==> src/rtl/muxn_reg_pkg.sv <==
`default_nettype none
// ============================================================================
// Module      : muxn_reg_pkg
// Description : Shared datapath definitions for the muxn_reg operand-select
//               multiplexer: select-width helper, default out-of-range value
//               and error-counter width.
// Revision    : 1.0 - initial release
// ============================================================================
package muxn_reg_pkg;

    // Width of the optional out-of-range beat counter.
    localparam int MUXN_ERR_CNT_W = 8;

    // Value driven for a beat whose select does not address a real input.
    localparam logic [15:0] MUXN_DEFAULT_VAL = 16'h0000;

    // clog2 of the input count, never less than 1 so a 2:1 mux still has
    // a one-bit select.
    function automatic int muxn_sel_width(input int n);
        int w;
        w = 1;
        for (int i = 1; i < 31; i++) begin
            if ((1 << i) < n) begin
                w = i + 1;
            end
        end
        return w;
    endfunction

endpackage : muxn_reg_pkg
`default_nettype wire

==> src/rtl/muxn_skid.sv <==
`default_nettype none
// ============================================================================
// Module      : muxn_skid
// Description : Generic WIDTH-bit 2-entry skid buffer with a registered
//               upstream ready. The main entry drives the output; the skid
//               entry catches one beat accepted while main is full and not
//               draining. Order is strictly first-in first-out.
// Ports       : clk      - rising-edge clock
//               rst_n    - asynchronous active-low reset
//               i_data   - upstream beat data
//               i_valid  - upstream beat valid
//               o_ready  - buffer can accept a beat (registered)
//               o_data   - head-of-line data (main entry)
//               o_valid  - main entry holds a beat
//               i_ready  - downstream accepts o_data
// Revision    : 1.0 - initial release
// ============================================================================
module muxn_skid #(
    parameter int WIDTH = 16
) (
    input  logic             clk,
    input  logic             rst_n,
    input  logic [WIDTH-1:0] i_data,
    input  logic             i_valid,
    output logic             o_ready,
    output logic [WIDTH-1:0] o_data,
    output logic             o_valid,
    input  logic             i_ready
);

    logic [WIDTH-1:0] r_main_data;
    logic             r_main_valid;
    logic [WIDTH-1:0] r_skid_data;
    logic             r_skid_valid;
    logic             r_in_ready;

    logic [WIDTH-1:0] w_main_data_nxt;
    logic             w_main_valid_nxt;
    logic [WIDTH-1:0] w_skid_data_nxt;
    logic             w_skid_valid_nxt;

    logic             w_accept;
    logic             w_consume;

    assign w_accept  = i_valid && r_in_ready;
    assign w_consume = r_main_valid && i_ready;

    always_comb begin
        w_main_data_nxt  = r_main_data;
        w_main_valid_nxt = r_main_valid;
        w_skid_data_nxt  = r_skid_data;
        w_skid_valid_nxt = r_skid_valid;

        if (!r_main_valid) begin
            // Skid is always empty while main is empty.
            if (w_accept) begin
                w_main_data_nxt  = i_data;
                w_main_valid_nxt = 1'b1;
            end
        end else if (w_consume) begin
            if (r_skid_valid) begin
                // Head drains: the older skid beat moves up. A new beat can
                // only be accepted when skid is empty, so it never races
                // this path, but it is routed to skid for completeness.
                w_main_data_nxt  = r_skid_data;
                w_skid_valid_nxt = w_accept;
                if (w_accept) begin
                    w_skid_data_nxt = i_data;
                end
            end else if (w_accept) begin
                w_main_data_nxt = i_data;
            end else begin
                // Data is left in place; only the valid drops.
                w_main_valid_nxt = 1'b0;
            end
        end else if (w_accept) begin
            w_skid_data_nxt  = i_data;
            w_skid_valid_nxt = 1'b1;
        end
    end

    always_ff @(posedge clk or negedge rst_n) begin
        if (!rst_n) begin
            r_main_data  <= '0;
            r_main_valid <= 1'b0;
            r_skid_data  <= '0;
            r_skid_valid <= 1'b0;
            r_in_ready   <= 1'b1;
        end else begin
            r_main_data  <= w_main_data_nxt;
            r_main_valid <= w_main_valid_nxt;
            r_skid_data  <= w_skid_data_nxt;
            r_skid_valid <= w_skid_valid_nxt;
            // Ready is a flop copy of "skid empty", so it never depends
            // combinationally on the downstream ready.
            r_in_ready   <= !w_skid_valid_nxt;
        end
    end

    assign o_ready = r_in_ready;
    assign o_data  = r_main_data;
    assign o_valid = r_main_valid;

endmodule : muxn_skid
`default_nettype wire

==> src/rtl/muxn_reg.sv <==
`default_nettype none
// ============================================================================
// Module      : muxn_reg
// Description : Parametrised N:1 operand-select multiplexer with registered
//               output, valid/ready handshake through a 2-entry skid buffer,
//               deterministic out-of-range result and sticky select error.
//               Optional build macro MUXN_ERR_CNT_EN adds an 8-bit
//               saturating count of accepted out-of-range beats (ERR_CNT).
// Ports       : CLK       - rising-edge clock
//               RESET_N   - asynchronous active-low reset
//               I         - flattened inputs, input k at [k*WIDTH +: WIDTH]
//               S         - select, sampled with the input beat
//               IN_VALID  - upstream beat valid
//               IN_READY  - block can accept a beat (registered)
//               O         - selected data, registered
//               OUT_VALID - O holds a valid beat
//               OUT_READY - downstream accepts O
//               SEL_ERR   - sticky out-of-range select flag
//               ERR_SEL   - select of most recent out-of-range beat
//               CLR_ERR   - synchronous clear of SEL_ERR / ERR_SEL
//               ERR_CNT   - (MUXN_ERR_CNT_EN only) saturating error count
// Revision    : 1.0 - initial release
// ============================================================================
module muxn_reg
    import muxn_reg_pkg::*;
#(
    parameter int               WIDTH       = 16,
    parameter int               NUM_IN      = 5,
    parameter int               SEL_W       = muxn_sel_width(NUM_IN),
    parameter logic [WIDTH-1:0] DEFAULT_VAL = WIDTH'(MUXN_DEFAULT_VAL)
) (
    input  logic                    CLK,
    input  logic                    RESET_N,
    input  logic [NUM_IN*WIDTH-1:0] I,
    input  logic [SEL_W-1:0]        S,
    input  logic                    IN_VALID,
    output logic                    IN_READY,
    output logic [WIDTH-1:0]        O,
    output logic                    OUT_VALID,
    input  logic                    OUT_READY,
    output logic                    SEL_ERR,
    output logic [SEL_W-1:0]        ERR_SEL,
    input  logic                    CLR_ERR
`ifdef MUXN_ERR_CNT_EN
    ,
    output logic [MUXN_ERR_CNT_W-1:0] ERR_CNT
`endif
);

    // One extra bit so NUM_IN == 2**SEL_W is representable; in that case
    // every select is in range.
    localparam logic [SEL_W:0] c_num_in = (SEL_W + 1)'(NUM_IN);

    logic [WIDTH-1:0] w_sel_data;
    logic             w_in_range;
    logic             w_accept;
    logic             w_err_hit;
    logic             w_in_ready;

    logic             r_sel_err;
    logic [SEL_W-1:0] r_err_sel;

    // ------------------------------------------------------------------
    // Combinational select
    // ------------------------------------------------------------------
    assign w_in_range = ({1'b0, S} < c_num_in);

    always_comb begin
        w_sel_data = DEFAULT_VAL;
        for (int k = 0; k < NUM_IN; k++) begin
            if (S == SEL_W'(k)) begin
                w_sel_data = I[k*WIDTH +: WIDTH];
            end
        end
    end

    // ------------------------------------------------------------------
    // Handshake / storage
    // ------------------------------------------------------------------
    muxn_skid #(
        .WIDTH (WIDTH)
    ) u_skid (
        .clk     (CLK),
        .rst_n   (RESET_N),
        .i_data  (w_sel_data),
        .i_valid (IN_VALID),
        .o_ready (w_in_ready),
        .o_data  (O),
        .o_valid (OUT_VALID),
        .i_ready (OUT_READY)
    );

    assign IN_READY  = w_in_ready;
    assign w_accept  = IN_VALID && w_in_ready;
    assign w_err_hit = w_accept && !w_in_range;

    // ------------------------------------------------------------------
    // Sticky select error; a new error beats a simultaneous clear.
    // ------------------------------------------------------------------
    always_ff @(posedge CLK or negedge RESET_N) begin
        if (!RESET_N) begin
            r_sel_err <= 1'b0;
            r_err_sel <= '0;
        end else if (w_err_hit) begin
            r_sel_err <= 1'b1;
            r_err_sel <= S;
        end else if (CLR_ERR) begin
            r_sel_err <= 1'b0;
            r_err_sel <= '0;
        end
    end

    assign SEL_ERR = r_sel_err;
    assign ERR_SEL = r_err_sel;

`ifdef MUXN_ERR_CNT_EN
    // ------------------------------------------------------------------
    // Saturating out-of-range beat counter. Clear and count on the same
    // edge leave exactly the new beat counted.
    // ------------------------------------------------------------------
    logic [MUXN_ERR_CNT_W-1:0] r_err_cnt;

    always_ff @(posedge CLK or negedge RESET_N) begin
        if (!RESET_N) begin
            r_err_cnt <= '0;
        end else if (w_err_hit) begin
            if (CLR_ERR) begin
                r_err_cnt <= MUXN_ERR_CNT_W'(1);
            end else if (r_err_cnt != {MUXN_ERR_CNT_W{1'b1}}) begin
                r_err_cnt <= r_err_cnt + MUXN_ERR_CNT_W'(1);
            end
        end else if (CLR_ERR) begin
            r_err_cnt <= '0;
        end
    end

    assign ERR_CNT = r_err_cnt;
`endif

endmodule : muxn_reg
`default_nettype wire

==> config.mk <==
export PLATFORM = sky130hd
export DESIGN_NAME = muxn_reg
export DESIGN_NICKNAME = d
export VERILOG_FILES = /design/src/rtl/muxn_reg_pkg.sv /design/src/rtl/muxn_skid.sv /design/src/rtl/muxn_reg.sv
export SDC_FILE = /design/constraint.sdc
export NUM_CORES = 1
export LEC_CHECK = 0
export ABC_AREA = 1
export BUFFER_PORTS_ARGS = -buffer_cell sky130_fd_sc_hd__clkbuf_2
export CAP_MARGIN = 10
export CORE_ASPECT_RATIO = 0.7
export CORE_MARGIN = 2
export CORE_UTILIZATION = 48
export DETAILED_ROUTE_END_ITERATION = 10
export GPL_TIMING_DRIVEN = 0
export PLACE_DENSITY = 0.8
export SLEW_MARGIN = 20
export SYNTH_ARGS = -nofsm -noshare
export SYNTH_HDL_FRONTEND = slang
export SYNTH_SLANG_ARGS = --single-unit
==> constraint.sdc <==
create_clock -name CLK -period 1.9 [get_ports CLK]
set_clock_uncertainty 0.05 [all_clocks]
set_input_delay 0.38 -clock CLK [delete_from_list [all_inputs] [get_ports CLK]]
set_output_delay 0.38 -clock CLK [all_outputs]
set_load 0.01 [all_outputs]
==> results.json <==
{
  "area_growth_pct": 28.7,
  "antenna_found_initial": 0,
  "report.final.slew_viol_count": 0,
  "critPathRequiredTime_ns": 2.04,
  "coreArea_sq_um": 5260,
  "cts_max_path_buffers": 2,
  "overflow": 0,
  "place_area_sq_um": 3250,
  "path_max_fanout": 10,
  "post_cts_buffers": 0,
  "seqCellArea_sq_um": 977,
  "fin_crit_sh": 0.895,
  "routabilityCongestion": 0.893,
  "wl_met3_um": 522,
  "grt_usage": 0.254,
  "first_iter_violations": 187,
  "fin_crit_ns": 1.70,
  "rows": 22,
  "dp_hpwl_mm": 5.78,
  "cpMaxStageDelayCell": "dfstp_2",
  "first_pass_iters": 5,
  "cts_tree": "yes",
  "avgRoutedWirePerCell_um": 12.0,
  "dieArea_sq_um": 6070,
  "slew_headroom": 0.650,
  "synthCells": 424,
  "leakagePower_nw": 2.02,
  "path_clk_slew_ns": 0.07,
  "ant_nets": 0,
  "io_buffers": 108,
  "drc_errors": 0,
  "fp.dieH_um": 65.8,
  "synth_edf_count": 0,
  "pre_cts_slack_ns": 0.0641,
  "vias": 3117,
  "yosys.area.top_type": "dfrtp_1",
  "finalNetCount": 629,
  "yosysMostFrequentCell": "nand2_1",
  "finalWirelength_mm": 7.39,
  "multi_input_area_sq_um": 1330,
  "synth_top_area_share": 0.363,
  "hold_violations": 0,
  "crit_start": "u_skid.o_ready",
  "synthTopCellsByArea": "dfrtp_1 (36%), nand2_1 (26%), inv_1 (7.5%)",
  "dpl.cell_count": 604,
  "ir_drop_mv": 0.771,
  "instances_no_fill": 614,
  "worst_slack_ns": 0.200,
  "seq_area_frac_synth": 0.374,
  "syn_area_sq_um": 2620,
  "critPathMaxStageDelay_ns": 0.37,
  "grt_max_degree": 40,
  "synth_common_cells": "nand2_1 (182), inv_1 (52), dfrtp_1 (38), nand3_1 (35), nor2_1 (34)",
  "grt_pass1_vias": 2855,
  "grt_pass1_wl_mm": 12.4,
  "ys_types": 23,
  "nFillCells": 510,
  "initial_core_util": 0.498,
  "final_area_sq_um": 3370,
  "drt-vias-per-instance": 5.08,
  "n_antenna_cell": 0,
  "routed.top_layer": "met4",
  "syn_area_per_cell_sq_um": 6.17,
  "r2r-start": "u_skid.o_ready",
  "cp_common_cell": "nand2_1",
  "drive_gt1_frac": 0.255,
  "pin_count": 110,
  "synth_seq_cells": 39,
  "worst-path-buf-inv": 2,
  "cp.arrival_ns": 1.84,
  "syn-num-nets": 512,
  "setup_viol": 0,
  "clock_latency_ns": 0.29,
  "worst_slew_pin_slew_ns": 0.526,
  "ys_async_sr_fraction": 1.00,
  "powerDensity_nw_per_um2": 1130,
  "crit_path_end_kind": "flip-flop",
  "hold_start": "OUT_READY",
  "fin_setup_tns_ns": 0,
  "cts_max_level": 2,
  "outcome": "complete, no violations",
  "cts_root_buf": "clkbuf_8",
  "cp-start-kind": "flip-flop",
  "dr_wl_met2_mm": 3.48,
  "path_class": "reg -> reg",
  "fp.dieW_um": 92.2,
  "max_freq_ghz": 0.588,
  "crit_family": "buffers and inverters",
  "maxCapViolations": 0,
  "cp_cell_sequence": "nand2_1 -> clkinv_1 -> clkbuf_2 -> nand2_1 -> nand2_1 -> nand2_1 -> nand2_1",
  "wl_met1_mm": 3.34,
  "hold_class": "in -> reg",
  "ys_warn_count": 0,
  "clkSinkCount": 39,
  "cts_buffers": 5,
  "ys.flop_type": "dfrtp_1"
}
==> placed cells by master, fill, tap and decap left out <==
cell type,count
clkinv_2,1
inv_2,3
o21ai_1,2
nor2_1,33
a21oi_1,17
buf_12,1
nand2_2,1
o22ai_1,1
buf_4,1
nor3_4,1
nand3_1,35
clkbuf_8,5
dfrtp_1,38
clkinvlp_4,1
clkbuf_1,9
nor2_2,2
dlygate4sd3_1,1
buf_6,2
buf_1,2
dfstp_2,1
nor2_4,2
nand3_2,1
inv_1,52
o21ai_0,15
nand2_1,182
clkbuf_2,110
nand4_1,16
clkinv_1,1
buf_2,6
==> layer usage <==
layer  vias to the layer above  GRT usage
met5                         -          0
met4                         0     0.0485
met3                         8     0.0445
met2                       103      0.442
met1                      1458      0.337
li1                       1548          -
==> cell families (layout without fill, tap and decap cells) <==
group / count (synthesis) / after routing / synth area share
AO/OA/AOI/OAI: 35 / 35 / 0.0674
AND/OR/NAND/NOR: 273 / 273 / 0.439
flip-flops: 39 / 39 / 0.374
buffers and inverters: 77 / 195 / 0.121
==> worst register-to-register path, stage by stage, from the launching register on <==
cell      delay (ns)
dfstp_2         0.37
nand2_1         0.27
clkinv_1        0.34
clkbuf_2        0.29
nand2_1         0.13
nand2_1         0.05
nand2_1         0.05
nand2_1         0.05
==> report_power, final <==
group          internal (mW)  switching [mW]
combinational          0.691            1.18
sequential              1.20           0.200
clock                  0.258           0.289
==> final timing paths <==
kind                       cells after the start                    end  slack, ns
setup / recovery                               7       u_skid.o_data[5]       0.20
hold / removal                                 3         u_skid.o_ready       0.27
setup reg to reg                               7       u_skid.o_data[5]       0.20
hold reg to reg                                1         u_skid.o_ready       0.40
max in group asynchronous                      3      u_skid.o_data[12]       0.84
min in group asynchronous                      2  u_skid.r_skid_data[5]       0.50
==> what timing repair did <==
item	CTS	global route
gates resized for setup	0	7
hold endpoints to repair	0	13
setup endpoints to repair	0	26
hold buffers	0	1
==> layout make-up <==
class | count | share of cell area
flip-flops and latches | 39 | 0.290
well taps | 72 | 0.0268
multi-input cells | 308 | 0.394
clock inverters | 1 | 0.00149
repair buffers | 110 | 0.169
plain buffers | 20 | 0.0308
inverters | 57 | 0.0647
clock buffers | 7 | 0.0227
==> through the flow <==
stage               power, mW   util  hold WS (ns)
floorplan                2.63      -        0.0344
global placement         3.20  0.618         0.387
detailed placement       3.26  0.618         0.391
CTS                      3.81  0.633         0.212
global route             4.20  0.640         0.306
finish                   3.82  0.640         0.274
==> sequential cells by signal, summed over array words and instances (netlist names) <==
name,cells
u_skid.o_data,16
u_skid.r_skid_data,16
ERR_SEL,3
SEL_ERR,1
u_skid.o_ready,1
u_skid.o_valid,1
u_skid.r_skid_valid,1
No activity file was read; power rests on OpenSTA's default activity.
